`config.mk`:
```
export PLATFORM = sky130hd
export DESIGN_NAME = interleaver_commutator_flat
export DESIGN_NICKNAME = d
export VERILOG_FILES = /design/src/rtl/interleaver_commutator_if.sv /design/src/rtl/interleaver_commutator.sv /design/src/flat_wrapper.sv
export SDC_FILE = /design/constraint.sdc
export NUM_CORES = 1
export LEC_CHECK = 0
export BUFFER_PORTS_ARGS = -buffer_cell sky130_fd_sc_hd__buf_2
export CORE_UTILIZATION = 35
export CTS_CLUSTER_SIZE = 28
export DETAILED_ROUTE_END_ITERATION = 12
export GPL_TIMING_DRIVEN = 0
export PLACE_DENSITY_LB_ADDON = 0.08
export SETUP_SLACK_MARGIN = 0.1
export SLEW_MARGIN = 20
export SYNTH_ARGS = -nofsm -noshare
export SYNTH_HDL_FRONTEND = slang
export SYNTH_SLANG_ARGS = --single-unit
```
`constraint.sdc`:
```
create_clock -name clk -period 2.84 [get_ports clk]
set_input_delay 0.284 -clock clk [delete_from_list [all_inputs] [get_ports clk]]
set_output_delay 0.284 -clock clk [all_outputs]
set_load 0.05 [all_outputs]
```
`src/rtl/interleaver_commutator_if.sv`:
```
// Byte-stream and branch-bank bundle for the interleaver commutator.
//
// Handshake: in_valid qualifies in_data in the cycle it is high; there is no
// ready, so every valid byte is taken. out_valid qualifies out_data/out_sync
// for exactly one cycle per processed byte, again without backpressure.
// buf_en is a one-hot shift strobe to the branch buffers. branch_data is the
// byte they shift in. branch_out is what they present at their tails.
interface interleaver_commutator_if #(
  parameter int BRANCHES = 12
) ();
  logic                  in_valid;
  logic [7:0]            in_data;
  logic [BRANCHES-1:0]   buf_en;
  logic [7:0]            branch_data;
  logic [8*BRANCHES-1:0] branch_out;
  logic                  out_valid;
  logic [7:0]            out_data;
  logic                  out_sync;

  // Source side: transport-stream feeder plus the branch buffer bank.
  modport master (
    output in_valid, in_data, branch_out,
    input  buf_en, branch_data, out_valid, out_data, out_sync
  );

  // Commutator side.
  modport slave (
    input  in_valid, in_data, branch_out,
    output buf_en, branch_data, out_valid, out_data, out_sync
  );
endinterface

```
`src/rtl/interleaver_commutator.sv`:
```
// Input/output commutator with sync-alignment control for a 12-branch
// convolutional byte interleaver. The block hunts for sync bytes and aligns
// so that each sync byte lands on branch 0. It then steers every accepted
// byte into one branch with a one-hot shift enable. It also registers the
// byte leaving that same branch as the interleaved output.
module interleaver_commutator #(
  parameter int         BRANCHES  = 12,
  parameter int         PKT_LEN   = 204,   // must equal BRANCHES*17
  parameter logic [7:0] SYNC_BYTE = 8'h47,
  parameter logic [7:0] SYNC_INV  = 8'hB8,
  parameter int         LOCK_CNT  = 2,
  parameter int         MISS_CNT  = 3
) (
  input  logic                     clk,
  input  logic                     reset,      // asynchronous, active low
  interleaver_commutator_if.slave  bus,
  output logic                     locked,
  output logic [1:0]               state_dbg
);

  localparam int BW = $clog2(BRANCHES);
  localparam int PW = $clog2(PKT_LEN);
  localparam int GW = $clog2(LOCK_CNT + 1);
  localparam int MW = $clog2(MISS_CNT + 1);

  localparam logic [BW-1:0] BR_LAST   = BW'(BRANCHES - 1);
  localparam logic [PW-1:0] PKT_LAST  = PW'(PKT_LEN - 1);
  localparam logic [GW-1:0] GOOD_LOCK = GW'(LOCK_CNT);
  localparam logic [MW-1:0] MISS_LAST = MW'(MISS_CNT - 1);

  typedef enum logic [1:0] {
    HUNT   = 2'd0,
    VERIFY = 2'd1,
    LOCKED = 2'd2
  } state_t;

  state_t        state_q, state_d;
  logic [BW-1:0] br_q, br_d, br_next;
  logic [PW-1:0] pkt_q, pkt_d, pkt_next;
  logic [GW-1:0] good_q, good_d;
  logic [MW-1:0] miss_q, miss_d;
  logic          is_sync;
  logic          pkt_zero;
  logic          accept;      // this byte is steered and produces an output
  logic [7:0]    tail_byte;
  logic [7:0]    out_byte;

  assign is_sync         = (bus.in_data == SYNC_BYTE) || (bus.in_data == SYNC_INV);
  assign pkt_zero        = (pkt_q == '0);
  assign br_next         = (br_q == BR_LAST) ? '0 : br_q + BW'(1);
  assign pkt_next        = (pkt_q == PKT_LAST) ? '0 : pkt_q + PW'(1);
  assign bus.branch_data = bus.in_data;
  assign state_dbg       = state_q;

  // State and alignment counters; everything holds while in_valid is low.
  always_ff @(posedge clk or negedge reset) begin
    if (!reset) begin
      state_q <= HUNT;
      br_q    <= '0;
      pkt_q   <= '0;
      good_q  <= '0;
      miss_q  <= '0;
    end else begin
      state_q <= state_d;
      br_q    <= br_d;
      pkt_q   <= pkt_d;
      good_q  <= good_d;
      miss_q  <= miss_d;
    end
  end

  // Next-state logic for sync hunt, verification and lock maintenance.
  // good counts the syncs seen since HUNT, including the one that left HUNT.
  // Lock is taken on the next sync after LOCK_CNT verified syncs.
  // br_q stays at 0 outside LOCKED, so the locking byte goes to branch 0.
  always_comb begin
    state_d = state_q;
    br_d    = br_q;
    pkt_d   = pkt_q;
    good_d  = good_q;
    miss_d  = miss_q;
    accept  = 1'b0;
    if (bus.in_valid) begin
      case (state_q)
        HUNT: begin
          if (is_sync) begin
            state_d = VERIFY;
            pkt_d   = PW'(1);
            good_d  = GW'(1);
          end
        end
        VERIFY: begin
          pkt_d = pkt_next;
          if (pkt_zero) begin
            if (is_sync) begin
              if (good_q == GOOD_LOCK) begin
                state_d = LOCKED;
                accept  = 1'b1;
                br_d    = br_next;
                good_d  = '0;
                miss_d  = '0;
              end else begin
                good_d = good_q + GW'(1);
              end
            end else begin
              state_d = HUNT;
              pkt_d   = '0;
              good_d  = '0;
            end
          end
        end
        LOCKED: begin
          accept = 1'b1;
          pkt_d  = pkt_next;
          br_d   = br_next;
          if (pkt_zero) begin
            if (is_sync) begin
              miss_d = '0;
            end else if (miss_q == MISS_LAST) begin
              // The last missed sync is dropped; counters restart for hunting.
              state_d = HUNT;
              accept  = 1'b0;
              pkt_d   = '0;
              br_d    = '0;
              miss_d  = '0;
            end else begin
              miss_d = miss_q + MW'(1);
            end
          end
        end
        default: begin
          state_d = HUNT;
          br_d    = '0;
          pkt_d   = '0;
          good_d  = '0;
          miss_d  = '0;
        end
      endcase
    end
  end

  // One-hot shift strobe for the accepted byte. Branch 0 has no buffer.
  always_comb begin
    bus.buf_en = '0;
    for (int j = 1; j < BRANCHES; j++) begin
      bus.buf_en[j] = accept && (br_q == BW'(j));
    end
  end

  // Select the byte leaving the active branch. Branch 0 is zero delay, so
  // its slot in branch_out is replaced by the live input byte.
  always_comb begin
    tail_byte = '0;
    for (int j = 0; j < BRANCHES; j++) begin
      if (br_q == BW'(j)) begin
        tail_byte = bus.branch_out[8*j +: 8];
      end
    end
    out_byte = (br_q == '0) ? bus.in_data : tail_byte;
  end

  // Registered output stream and lock flag, one cycle after the accepted byte.
  always_ff @(posedge clk or negedge reset) begin
    if (!reset) begin
      bus.out_valid <= 1'b0;
      bus.out_data  <= '0;
      bus.out_sync  <= 1'b0;
      locked        <= 1'b0;
    end else begin
      bus.out_valid <= accept;
      bus.out_sync  <= accept && pkt_zero;
      if (accept) begin
        bus.out_data <= out_byte;
      end
      locked <= (state_d == LOCKED);
    end
  end

endmodule

```
`src/flat_wrapper.sv`:
```
// flat-port wrapper written by rule: the top's interface ports become plain ports
module interleaver_commutator_flat 
#(
  parameter int         BRANCHES  = 12,
  parameter int         PKT_LEN   = 204,                            
  parameter logic [7:0] SYNC_BYTE = 8'h47,
  parameter logic [7:0] SYNC_INV  = 8'hB8,
  parameter int         LOCK_CNT  = 2,
  parameter int         MISS_CNT  = 3
)
  (clk, reset, locked, state_dbg, bus_in_valid, bus_in_data, bus_branch_out, bus_buf_en, bus_branch_data, bus_out_valid, bus_out_data, bus_out_sync);
  interleaver_commutator_if #(.BRANCHES(BRANCHES)) bus_i ();
  input  logic clk;
  input  logic reset;
  output logic locked;
  output logic [1:0] state_dbg;
  input wire logic [$bits(bus_i.in_valid)-1:0] bus_in_valid;
  input wire logic [$bits(bus_i.in_data)-1:0] bus_in_data;
  input wire logic [$bits(bus_i.branch_out)-1:0] bus_branch_out;
  output wire logic [$bits(bus_i.buf_en)-1:0] bus_buf_en;
  output wire logic [$bits(bus_i.branch_data)-1:0] bus_branch_data;
  output wire logic [$bits(bus_i.out_valid)-1:0] bus_out_valid;
  output wire logic [$bits(bus_i.out_data)-1:0] bus_out_data;
  output wire logic [$bits(bus_i.out_sync)-1:0] bus_out_sync;
  assign bus_i.in_valid = bus_in_valid;
  assign bus_i.in_data = bus_in_data;
  assign bus_i.branch_out = bus_branch_out;
  assign bus_buf_en = bus_i.buf_en;
  assign bus_branch_data = bus_i.branch_data;
  assign bus_out_valid = bus_i.out_valid;
  assign bus_out_data = bus_i.out_data;
  assign bus_out_sync = bus_i.out_sync;
  interleaver_commutator #(.BRANCHES(BRANCHES), .PKT_LEN(PKT_LEN), .SYNC_BYTE(SYNC_BYTE), .SYNC_INV(SYNC_INV), .LOCK_CNT(LOCK_CNT), .MISS_CNT(MISS_CNT)) u_core (.clk(clk), .reset(reset), .bus(bus_i), .locked(locked), .state_dbg(state_dbg));
endmodule
```
==> run_results.csv, run 1 <==
group,metric,value,unit
layout,syn2layout_area_growth,42.1,%
logic_synthesis,syn_avg_cell_area,8.30,um^2
clock_tree,cts_sinks,29,
sta,rsz0062_at_grt,"true",
clock_tree,cts_tree,"done",
power,pwr-share-seq,22.3,%
logic_synthesis,ys_types,63,
sta,final_max_slew_viol_count,0,
sta,min_period_over_period,92.9,%
setup_path,worstPathArrival,2360,ps
power,peakVddDrop,0.000457,V
sta,setup_viol,0,
grt,grt_pass1_wl,15300,um
layout,final_cell_mix,"buf_2 (121), dfrtp_1 (29), nand2_1 (24), o21ai_0 (24), buf_4 (24)",
power,p_sw_share,49.4,%
placed_design,dp_hpwl,7420,um
layout,final_cell_count_no_fill,578,
power,p_leak,1.76,nW
setup_path,worstReg2RegEnd,"u_core.bus.out_data[4]",
logic_synthesis,yosysWarnings,0,
detailed_routing,drt_iter0_drc,214,
detailed_routing,drt-vias-per-instance,5.57,
detailed_routing,vias,3217,
job,cap_violations,0,
floorplan,die_h,89.9,um
detailed_routing,drc,0,
floorplan,start_util,36.7,%
clock_tree,cts_buffers,5,
floorplan,fp-row-count,31,
logic_synthesis,synth_nets,443,
sta,setup_tns,0,ps
grt,grt_use_total,23.4,%
detailed_routing,routed_wirelength,9930,um
clock_tree,cts_hold_buf,0,
placed_design,gp_congestion,0.862,
grt,antenna_found_initial,0,
layout,nFillCells,742,
layout,diodes,0,
setup_path,cp.required,2560,ps
placed_design,dp_slack,22.2,ps
floorplan,io_pins,140,
setup_path,reg2reg_from,"u_core.br_q[0]",
floorplan,die_x,89.9,um
layout,multi_input_area,1800,um^2
logic_synthesis,netlist_area,2710,um^2
power,p_int,0.00124,W
power,comb_power_share,64.0,%
setup_path,crit_type,"flip-flop to output port",
grt,grt_max_degree,30,
clock_tree,clk_pin_slew,70,ps
floorplan,core,7370,um^2
power,p_sw,0.00121,W
clock_tree,clk_latency,280,ps
sta,tightest_slew,680,ps
placed_design,port_buffers,129,
grt,grt_pass1_vias,2993,
worst_hold_path,hold_path_class,"input pin to asynchronous set/reset pin",
setup_path,cp-start-kind,"flip-flop",
detailed_routing,wl_per_cell,17.2,um
clock_tree,htreeDepth,2,
setup_path,rrSetupSlack,360,ps
logic_synthesis,yosysSeqAreaShare,26.8,%
clock_tree,clockBufferDepth,2,
detailed_routing,drt_pass1_iterations,4,
logic_synthesis,ys_ff_latch,29,
sta,relSlewSlack,54.7,%
logic_synthesis,synth_edf_count,0,
floorplan,die_area,8080,um^2
sta,fin_skew,6.91,ps
setup_path,crit_fanout,5,
layout,regArea,726,um^2
logic_synthesis,async_flop_share,100,%
power,power_frac_clock,13.7,%
grt,grt.overflow.total,0,
outcome,outcome,"finished clean",
logic_synthesis,synthCells,326,
layout,layout-drive-gt1-share,42.4,%
layout,fin_nets,595,
logic_synthesis,ys.flop_type,"dfrtp_1",
placed_design,placedCellCount,554,
power,total_power,0.00245,W
sta,hold_violations,0,
detailed_routing,ant_nets,0,
setup_path,worstSetupEndpointType,"output port",
clock_tree,clock-root-buffer,"clkbuf_8",
sta,holdWs,34.2,ps
sta,fin_crit,2640,ps
power,power_density,638,nW/um^2
setup_path,r2r_cells,10,
layout,final_common_cell,"buf_2",
sta,fmax,379,MHz
sta,fin_ws,200,ps
how the worst max path moves through the flow:
| stage | start | end | cells after the start | slack (ps) |
|---|---|---|---|---|
| 2_1_floorplan | u_core.state_dbg[0] | bus_buf_en[10] | 6 | -150 |
| 3_3_place_gp | u_core.pkt_q[0] | bus_buf_en[7] | 11 | 40 |
| 3_5_place_dp | u_core.pkt_q[0] | bus_buf_en[8] | 11 | 20 |
| 4_1_cts | u_core.pkt_q[1] | bus_buf_en[5] | 11 | 110 |
| 5_1_grt | u_core.pkt_q[0] | bus_buf_en[6] | 11 | 80 |
| 6_report | u_core.pkt_q[0] | bus_buf_en[6] | 11 | 200 |
synth_stat cells, drive strengths merged (4+ instances only):
cell type  number  share of area (%)
ha             10                4.6
o2111ai         8                2.6
a21o            6                1.8
nor2b           4               0.92
a22oi           8                2.2
and3            9                2.1
clkbuf         18                2.5
o22ai          14                3.2
and2            6                1.4
a211oi          7                1.9
a221oi         11                3.6
nor2           19                2.7
a21oi          16                3.1
o21bai          8                2.2
nand4b          6                1.9
a311o           5                1.9
buf            16                4.0
nor3            6                1.5
nand2          25                3.6
inv            14                1.9
o21ai          25                4.8
dfrtp          29                 27
nand3           8                1.5
nand2b          8                1.9
power groups by stage:
stage / Combinational, W / Clock, W / Sequential, W
finish: 0.00157 / 0.000336 / 0.000546
global route: 0.00172 / 0.000366 / 0.000557
CTS: 0.00147 / 0.000344 / 0.000544
global placement: 0.00143 / 0 / 0.000550
floorplan: 0.00102 / 0 / 0.000560
detailed placement: 0.00145 / 0 / 0.000552
stage by stage:
| stage | util, % | instance area [um^2] |
|---|---|---|
| after CTS | 49.4 | 3640 |
| after floorplan | - | 2710 |
| after global routing | 52.2 | 3840 |
| after detailed placement | 47.1 | 3470 |
| final | 52.2 | 3840 |
| after global placement | 47.1 | 3470 |
worst max-delay path: stages, from the launching register on:
cell	delay, ps
dfrtp_1	390
inv_2	90
ha_4	120
nor4b_4	220
and4b_2	280
o211ai_1	80
a21o_2	230
buf_8	140
inv_6	60
buf_6	110
and3_4	190
buf_6	150
repair_timing:
action,CTS,global route
gates cloned,0,2
pin swaps,2,3
gates resized for setup,23,30
setup buffers,3,11
endpoints found under the setup margin,11,19
hold endpoints to repair,0,0
routing by layer:
layer / vias to the layer above / GRT usage (%) / share of wire, %
met2: 117 / 36.8 / 46
met3: 9 / 4.40 / 6.1
li1: 1552 / - / -
met4: 0 / 4.44 / 0.87
met1: 1539 / 33.7 / 47
met5: - / 0 / 0
cell type report:
type | instances | area share, %
Multi-Input combinational cell | 249 | 46.8
Tap cell | 99 | 3.22
Timing Repair Buffer | 145 | 22.3
Clock inverter | 2 | 0.260
Sequential cell | 29 | 18.9
Clock buffer | 6 | 1.89
Buffer | 34 | 5.11
Inverter | 14 | 1.50
kinds of logic (layout without fill, tap and decap cells):
logic type	after synthesis	after routing	share of synthesized area, %
adders and majority gates	10	10	4.63
other	1	1	0.139
AOI/OAI and AO/OA	137	137	38.1
DFF	29	29	26.8
and+or+nand+nor	100	100	21.6
muxes	1	1	0.370
buffers and inverters	48	201	8.42
registers in the layout, indices dropped and copies added, names as in the netlist:
| name | flops |
|---|---|
| u_core.bus.out_data | 8 |
| u_core.locked | 1 |
| u_core.br_q | 4 |
| u_core.state_dbg | 2 |
| u_core.bus.out_sync | 1 |
| u_core.pkt_q | 8 |
| u_core.bus.out_valid | 1 |
| u_core.good_q | 2 |
| u_core.miss_q | 2 |
Note: power is estimated with default switching activity, not from simulation.
==> run 2: changes to the inputs <==
--- a/config.mk
+++ b/config.mk
@@ -7,12 +7,12 @@
 export LEC_CHECK = 0
 export BUFFER_PORTS_ARGS = -buffer_cell sky130_fd_sc_hd__buf_2
 export CORE_UTILIZATION = 35
+export CTS_BUF_LIST = sky130_fd_sc_hd__clkbuf_4 sky130_fd_sc_hd__clkbuf_8 sky130_fd_sc_hd__clkbuf_16
 export CTS_CLUSTER_SIZE = 28
 export DETAILED_ROUTE_END_ITERATION = 12
 export GPL_TIMING_DRIVEN = 0
 export PLACE_DENSITY_LB_ADDON = 0.08
 export SETUP_SLACK_MARGIN = 0.1
-export SLEW_MARGIN = 20
 export SYNTH_ARGS = -nofsm -noshare
 export SYNTH_HDL_FRONTEND = slang
 export SYNTH_SLANG_ARGS = --single-unit
==> run 2 against run 1 <==
Fmax decreased by 0.36%; non-clock buffer count unchanged; global-route usage about the same; sequential cell count unchanged; combinational power about the same; worst hold slack got worse by 5.6 ps; clock skew increased by 3.1 ps; critical path depth unchanged.
==> run_results.csv, run 2 (same netlist as run 1, synthesis figures left out) <==
group,metric,value,unit
grt,grt_use_total,23.4,%
setup_path,reg2reg_from,"u_core.br_q[0]",
layout,final_cell_count_no_fill,578,
detailed_routing,routed_wirelength,9890,um
outcome,outcome,"finished clean",
floorplan,die_area,8080,um^2
sta,fin_crit,2650,ps
floorplan,die_h,89.9,um
power,p_leak,1.76,nW
setup_path,worstSetupEndpointType,"output port",
detailed_routing,wl_met1,4710,um
grt,grt_max_degree,30,
layout,diodes,0,
sta,setup_viol,0,
detailed_routing,ant_nets,0,
setup_path,crit_type,"flip-flop to output port",
power,total_power,0.00247,W
detailed_routing,drt_pass1_iterations,5,
clock_tree,clock-root-buffer,"clkbuf_8",
setup_path,r2r_cells,10,
layout,final_util,52.2,%
setup_path,worstReg2RegEnd,"u_core.bus.out_data[1]",
setup_path,crit_cells,11,
layout,finish.instance_area,3850,um^2
power,p_int,0.00125,W
sta,tightest_slew,668,ps
clock_tree,cts_tree,"done",
detailed_routing,top_layer_used,"met4",
layout,fin_nets,595,
layout,final_cell_mix,"buf_2 (121), dfrtp_1 (29), nand2_1 (24), o21ai_0 (24), buf_4 (24)",
detailed_routing,drt_iter0_drc,182,
setup_path,max_stage_delay,390,ps
placed_design,gp_congestion,0.862,
detailed_routing,wl_per_cell,17.1,um
floorplan,core,7370,um^2
setup_path,cp.required,2560,ps
setup_path,setup.worst_path.end,"bus_buf_en[6]",
clock_tree,htreeDepth,2,
setup_path,cp_slowest_cell,"dfrtp_1",
setup_path,cp-start-kind,"flip-flop",
clock_tree,clockBufferDepth,2,
clock_tree,cts_buffers,5,
detailed_routing,drt-vias-per-instance,5.55,
job,cap_violations,0,
detailed_routing,dr_wl_met2,4560,um
layout,syn2layout_area_growth,42.2,%
floorplan,fp-row-count,31,
layout,layout-drive-gt1-share,42.6,%
setup_path,rrSetupSlack,340,ps
sta,rsz0062_at_grt,"true",
power,p_sw,0.00122,W
detailed_routing,vias,3206,
layout,top_regs,"u_core.bus.out_data: 8 flops, u_core.pkt_q: 8 flops, u_core.br_q: 4 flops",
setup_path,crit_fanout,5,
clock_tree,cts_hold_buf,0,
power,comb_power_share,63.7,%
setup_path,crit_top_cell,"buf_6",
power,p_sw_share,49.4,%
floorplan,die_x,89.9,um
sta,fin_skew,10.0,ps
setup_path,crit_start,"u_core.pkt_q[0]",
power,pwr-share-seq,22.1,%
setup_path,path_buf_inv,5,
layout,nFillCells,742,
detailed_routing,drc,0,
sta,min_period_over_period,93.3,%
power,power_frac_clock,14.2,%
power,peakVddDrop,0.000462,V
layout,final_common_cell,"buf_2",
setup_path,path_cells,"inv_2 -> ha_4 -> nor4b_4 -> and4b_2 -> o211ai_1 -> a21o_2 -> buf_8 -> inv_6 -> buf_6 -> and3_4 -> buf_6",
floorplan,io_pins,140,
grt,grt_pass1_vias,2991,
placed_design,dp_hpwl,7420,um
floorplan,start_util,36.7,%
worst_hold_path,hold_path_class,"input pin to asynchronous set/reset pin",
grt,antenna_found_initial,0,
clock_tree,clk_latency,290,ps
detailed_routing,wl_met3,545,um
sta,holdWs,28.7,ps
placed_design,placedCellCount,554,
sta,relSlewSlack,55.5,%
sta,final_max_slew_viol_count,0,
placed_design,place_area,3470,um^2
power,power_density,642,nW/um^2
placed_design,port_buffers,129,
grt,grt.overflow.total,0,
clock_tree,cts_sinks,29,
setup_path,worstPathArrival,2370,ps
sta,fmax,377,MHz
setup_path,critPathTopFamily,"simple AND/OR/NAND/NOR gates",
grt,grt_pass1_wl,15300,um
clock_tree,clk_pin_slew,70,ps
sta,hold_violations,0,
==> run 2: through the flow <==
step / worst slack (ps) / setup TNS, ps
2_1_floorplan: -149 / -448
3_3_place_gp: 38.2 / 0
3_5_place_dp: 22.2 / 0
4_1_cts: 106 / 0
5_1_grt: 79.9 / 0
6_report: 191 / 0
==> run 2: power groups by stage <==
stage / registers (W) / clock network [W] / logic, W
after floorplan: 0.000560 / 0 / 0.00102
after global placement: 0.000550 / 0 / 0.00143
after detailed placement: 0.000552 / 0 / 0.00145
after CTS: 0.000544 / 0.000354 / 0.00147
after global routing: 0.000557 / 0.000377 / 0.00172
final: 0.000546 / 0.000351 / 0.00157
==> run 2: per-layer routing <==
metal / vias to the layer above / GRT usage, %
met5: - / 0
met2: 113 / 36.9
met4: 0 / 4.44
met1: 1532 / 33.7
met3: 9 / 4.40
li1: 1552 / -
==> run 2: worst min path at each step <==
stage | start | end | slack, ps
2_1_floorplan | reset | u_core.br_q[0] | -10
4_1_cts | reset | u_core.bus.out_valid | 60
3_5_place_dp | reset | u_core.pkt_q[7] | 360
5_1_grt | reset | u_core.bus.out_valid | 90
3_3_place_gp | reset | u_core.bus.out_valid | 360
6_report | reset | u_core.pkt_q[7] | 30
==> run 2: layout make-up <==
cell class	instances	area [um^2]	area share, %
well taps	99	124	3.22
clock buffers	6	76.3	1.98
plain buffers	34	196	5.11
inverters	14	57.6	1.50
clock inverters	2	10.0	0.260
flip-flops and latches	29	726	18.9
repair buffers	145	857	22.3
multi-input cells	249	1800	46.8
==> run 2: repair_timing <==
item,CTS,global route
resized for setup,23,30
endpoints found under the hold margin,0,0
setup buffers,3,11
cloned,0,2
pin swaps,2,3
endpoints found under the setup margin,11,19
==> run 3: changes to the inputs <==
--- a/config.mk
+++ b/config.mk
@@ -11,7 +11,7 @@
 export CTS_CLUSTER_SIZE = 28
 export DETAILED_ROUTE_END_ITERATION = 12
 export GPL_TIMING_DRIVEN = 0
-export PLACE_DENSITY_LB_ADDON = 0.08
+export PLACE_DENSITY_LB_ADDON = 0.3
 export SETUP_SLACK_MARGIN = 0.1
 export SYNTH_ARGS = -nofsm -noshare
 export SYNTH_HDL_FRONTEND = slang
==> run 3 against run 2 <==
Fmax fell by 0.70%; power decreased by 1.2%; global-route usage shrank 0.32 points; sequential share of layout area is 0.27 points higher; worst setup slack worse by 19 ps; register-to-register slack worse by 30 ps.
==> run_results.csv, run 3 (same netlist as run 1, synthesis figures left out) <==
group,metric,value,unit
grt,grt_pass1_vias,3106,
clock_tree,clk_pin_slew,60,ps
sta,fin_crit,2670,ps
floorplan,io_pins,140,
placed_design,gp_congestion,0.914,
setup_path,worstPathArrival,2380,ps
floorplan,die_area,8080,um^2
placed_design,placedCellCount,554,
setup_path,r2r_cells,10,
detailed_routing,drt-vias-per-instance,5.70,
sta,tightest_slew,666,ps
sta,min_period_over_period,93.9,%
setup_path,worstReg2RegEnd,"u_core.bus.out_data[3]",
job,cap_violations,0,
clock_tree,clockBufferDepth,2,
clock_tree,clk_latency,280,ps
setup_path,crit_start,"u_core.pkt_q[0]",
power,power_density,643,nW/um^2
worst_hold_path,hold_path_class,"input pin to asynchronous set/reset pin",
layout,syn2layout_area_growth,40.2,%
detailed_routing,drc,0,
floorplan,core,7370,um^2
setup_path,crit_fanout,8,
clock_tree,cts_sinks,29,
outcome,outcome,"finished clean",
grt,grt_max_degree,30,
sta,final_max_slew_viol_count,0,
detailed_routing,ant_nets,0,
setup_path,cp-start-kind,"flip-flop",
grt,grt_pass1_wl,15100,um
setup_path,cp.required,2560,ps
detailed_routing,drt_iter0_drc,185,
power,peakVddDrop,0.000328,V
clock_tree,htreeDepth,2,
clock_tree,clock-root-buffer,"clkbuf_8",
detailed_routing,vias,3259,
setup_path,crit_type,"flip-flop to output port",
floorplan,fp-row-count,31,
clock_tree,cts_tree,"done",
placed_design,port_buffers,129,
clock_tree,cts_hold_buf,0,
layout,final_common_cell,"buf_2",
setup_path,worstSetupEndpointType,"output port",
sta,setup_viol,0,
layout,layout-drive-gt1-share,41.4,%
detailed_routing,wl_per_cell,16.6,um
floorplan,die_h,89.9,um
floorplan,die_x,89.9,um
sta,rsz0062_at_grt,"true",
placed_design,dp_hpwl,7190,um
grt,antenna_found_initial,0,
sta,fin_skew,5.56,ps
layout,final_cell_count_no_fill,572,
sta,hold_violations,0,
layout,top_regs,"u_core.bus.out_data: 8 flops, u_core.pkt_q: 8 flops, u_core.br_q: 4 flops",
floorplan,start_util,36.7,%
layout,diodes,0,
grt,grt_use_total,23.1,%
layout,nFillCells,721,
detailed_routing,routed_wirelength,9500,um
layout,final_util,51.5,%
sta,relSlewSlack,55.6,%
setup_path,reg2reg_from,"u_core.br_q[0]",
clock_tree,cts_buffers,5,
grt,grt.overflow.total,0,
sta,fmax,375,MHz
power,p_leak,1.73,nW
setup_path,rrSetupSlack,310,ps
layout,fin_nets,589,
layout,final_cell_mix,"buf_2 (122), dfrtp_1 (29), nand2_1 (24), o21ai_0 (24), buf_4 (20)",
detailed_routing,drt_pass1_iterations,5,
run 3: cell types whose count changed in the layout (fill, tap and decap cells not counted), sizes merged:
cell	change
buf	-5
clkinv	-1
run 3: worst max path at each step:
| stage | slack [ps] | depth (start not counted) | end |
|---|---|---|---|
| after floorplan | -150 | 6 | bus_buf_en[10] |
| after global placement | 80 | 11 | bus_buf_en[8] |
| after detailed placement | 80 | 11 | bus_buf_en[7] |
| after CTS | 130 | 11 | bus_buf_en[3] |
| after global routing | 70 | 11 | bus_buf_en[3] |
| final | 170 | 11 | bus_buf_en[3] |
run 3: power by group:
part | total, W | switching, W | internal, W
Sequential | 0.000551 | 0.0000819 | 0.000469
Clock | 0.000379 | 0.000160 | 0.000219
Combinational | 0.00151 | 0.000937 | 0.000573
Total | 0.00244 | 0.00118 | 0.00126
run 3: stage by stage:
step / setup WS (ps) / cell area (um^2) / power [W] / hold slack [ps] / TNS, ps
after global routing: 65.3 / 3790 / 0.00263 / 89.6 / 0
after global placement: 76.2 / 3470 / 0.00196 / 356 / 0
after floorplan: -149 / 2710 / 0.00158 / -11.6 / -448
after CTS: 129 / 3650 / 0.00238 / 55.1 / 0
after detailed placement: 76.7 / 3470 / 0.00199 / 360 / 0
final: 172 / 3790 / 0.00244 / 36.5 / 0
run 3: what timing repair did:
action                     4_1_cts  5_1_grt
hold endpoints to repair         0        0
setup endpoints to repair       11       18
pin swaps                        2        2
resized for setup               21       28
buffers inserted                 2        8
run 3: metal layers:
layer | part of all wire (%) | GRT usage [%]
met3 | 6.4 | 4.31
met4 | 2.4 | 6.59
met1 | 43 | 29.5
met2 | 48 | 39.7
met5 | 0 | 0
run 3: cell type report:
type	count	area [um^2]	area share (%)
timing repair buffer	139	796	21.0
clock buffer	7	96.3	2.54
tap	99	124	3.27
clock inverter	1	5.00	0.132
multi-input combinational	249	1800	47.3
sequential	29	726	19.1
inverter	14	55.1	1.45
buffer	34	196	5.18
run 3: worst max-delay path, stage by stage, from the launching register on:
cell and delay (ps):
dfrtp_1 400, inv_2 100, ha_4 130, nor4b_4 220
and4b_2 270, o211ai_1 80, a21o_2 240, buf_8 130
inv_4 50, buf_6 120, and3_4 200, buf_8 140
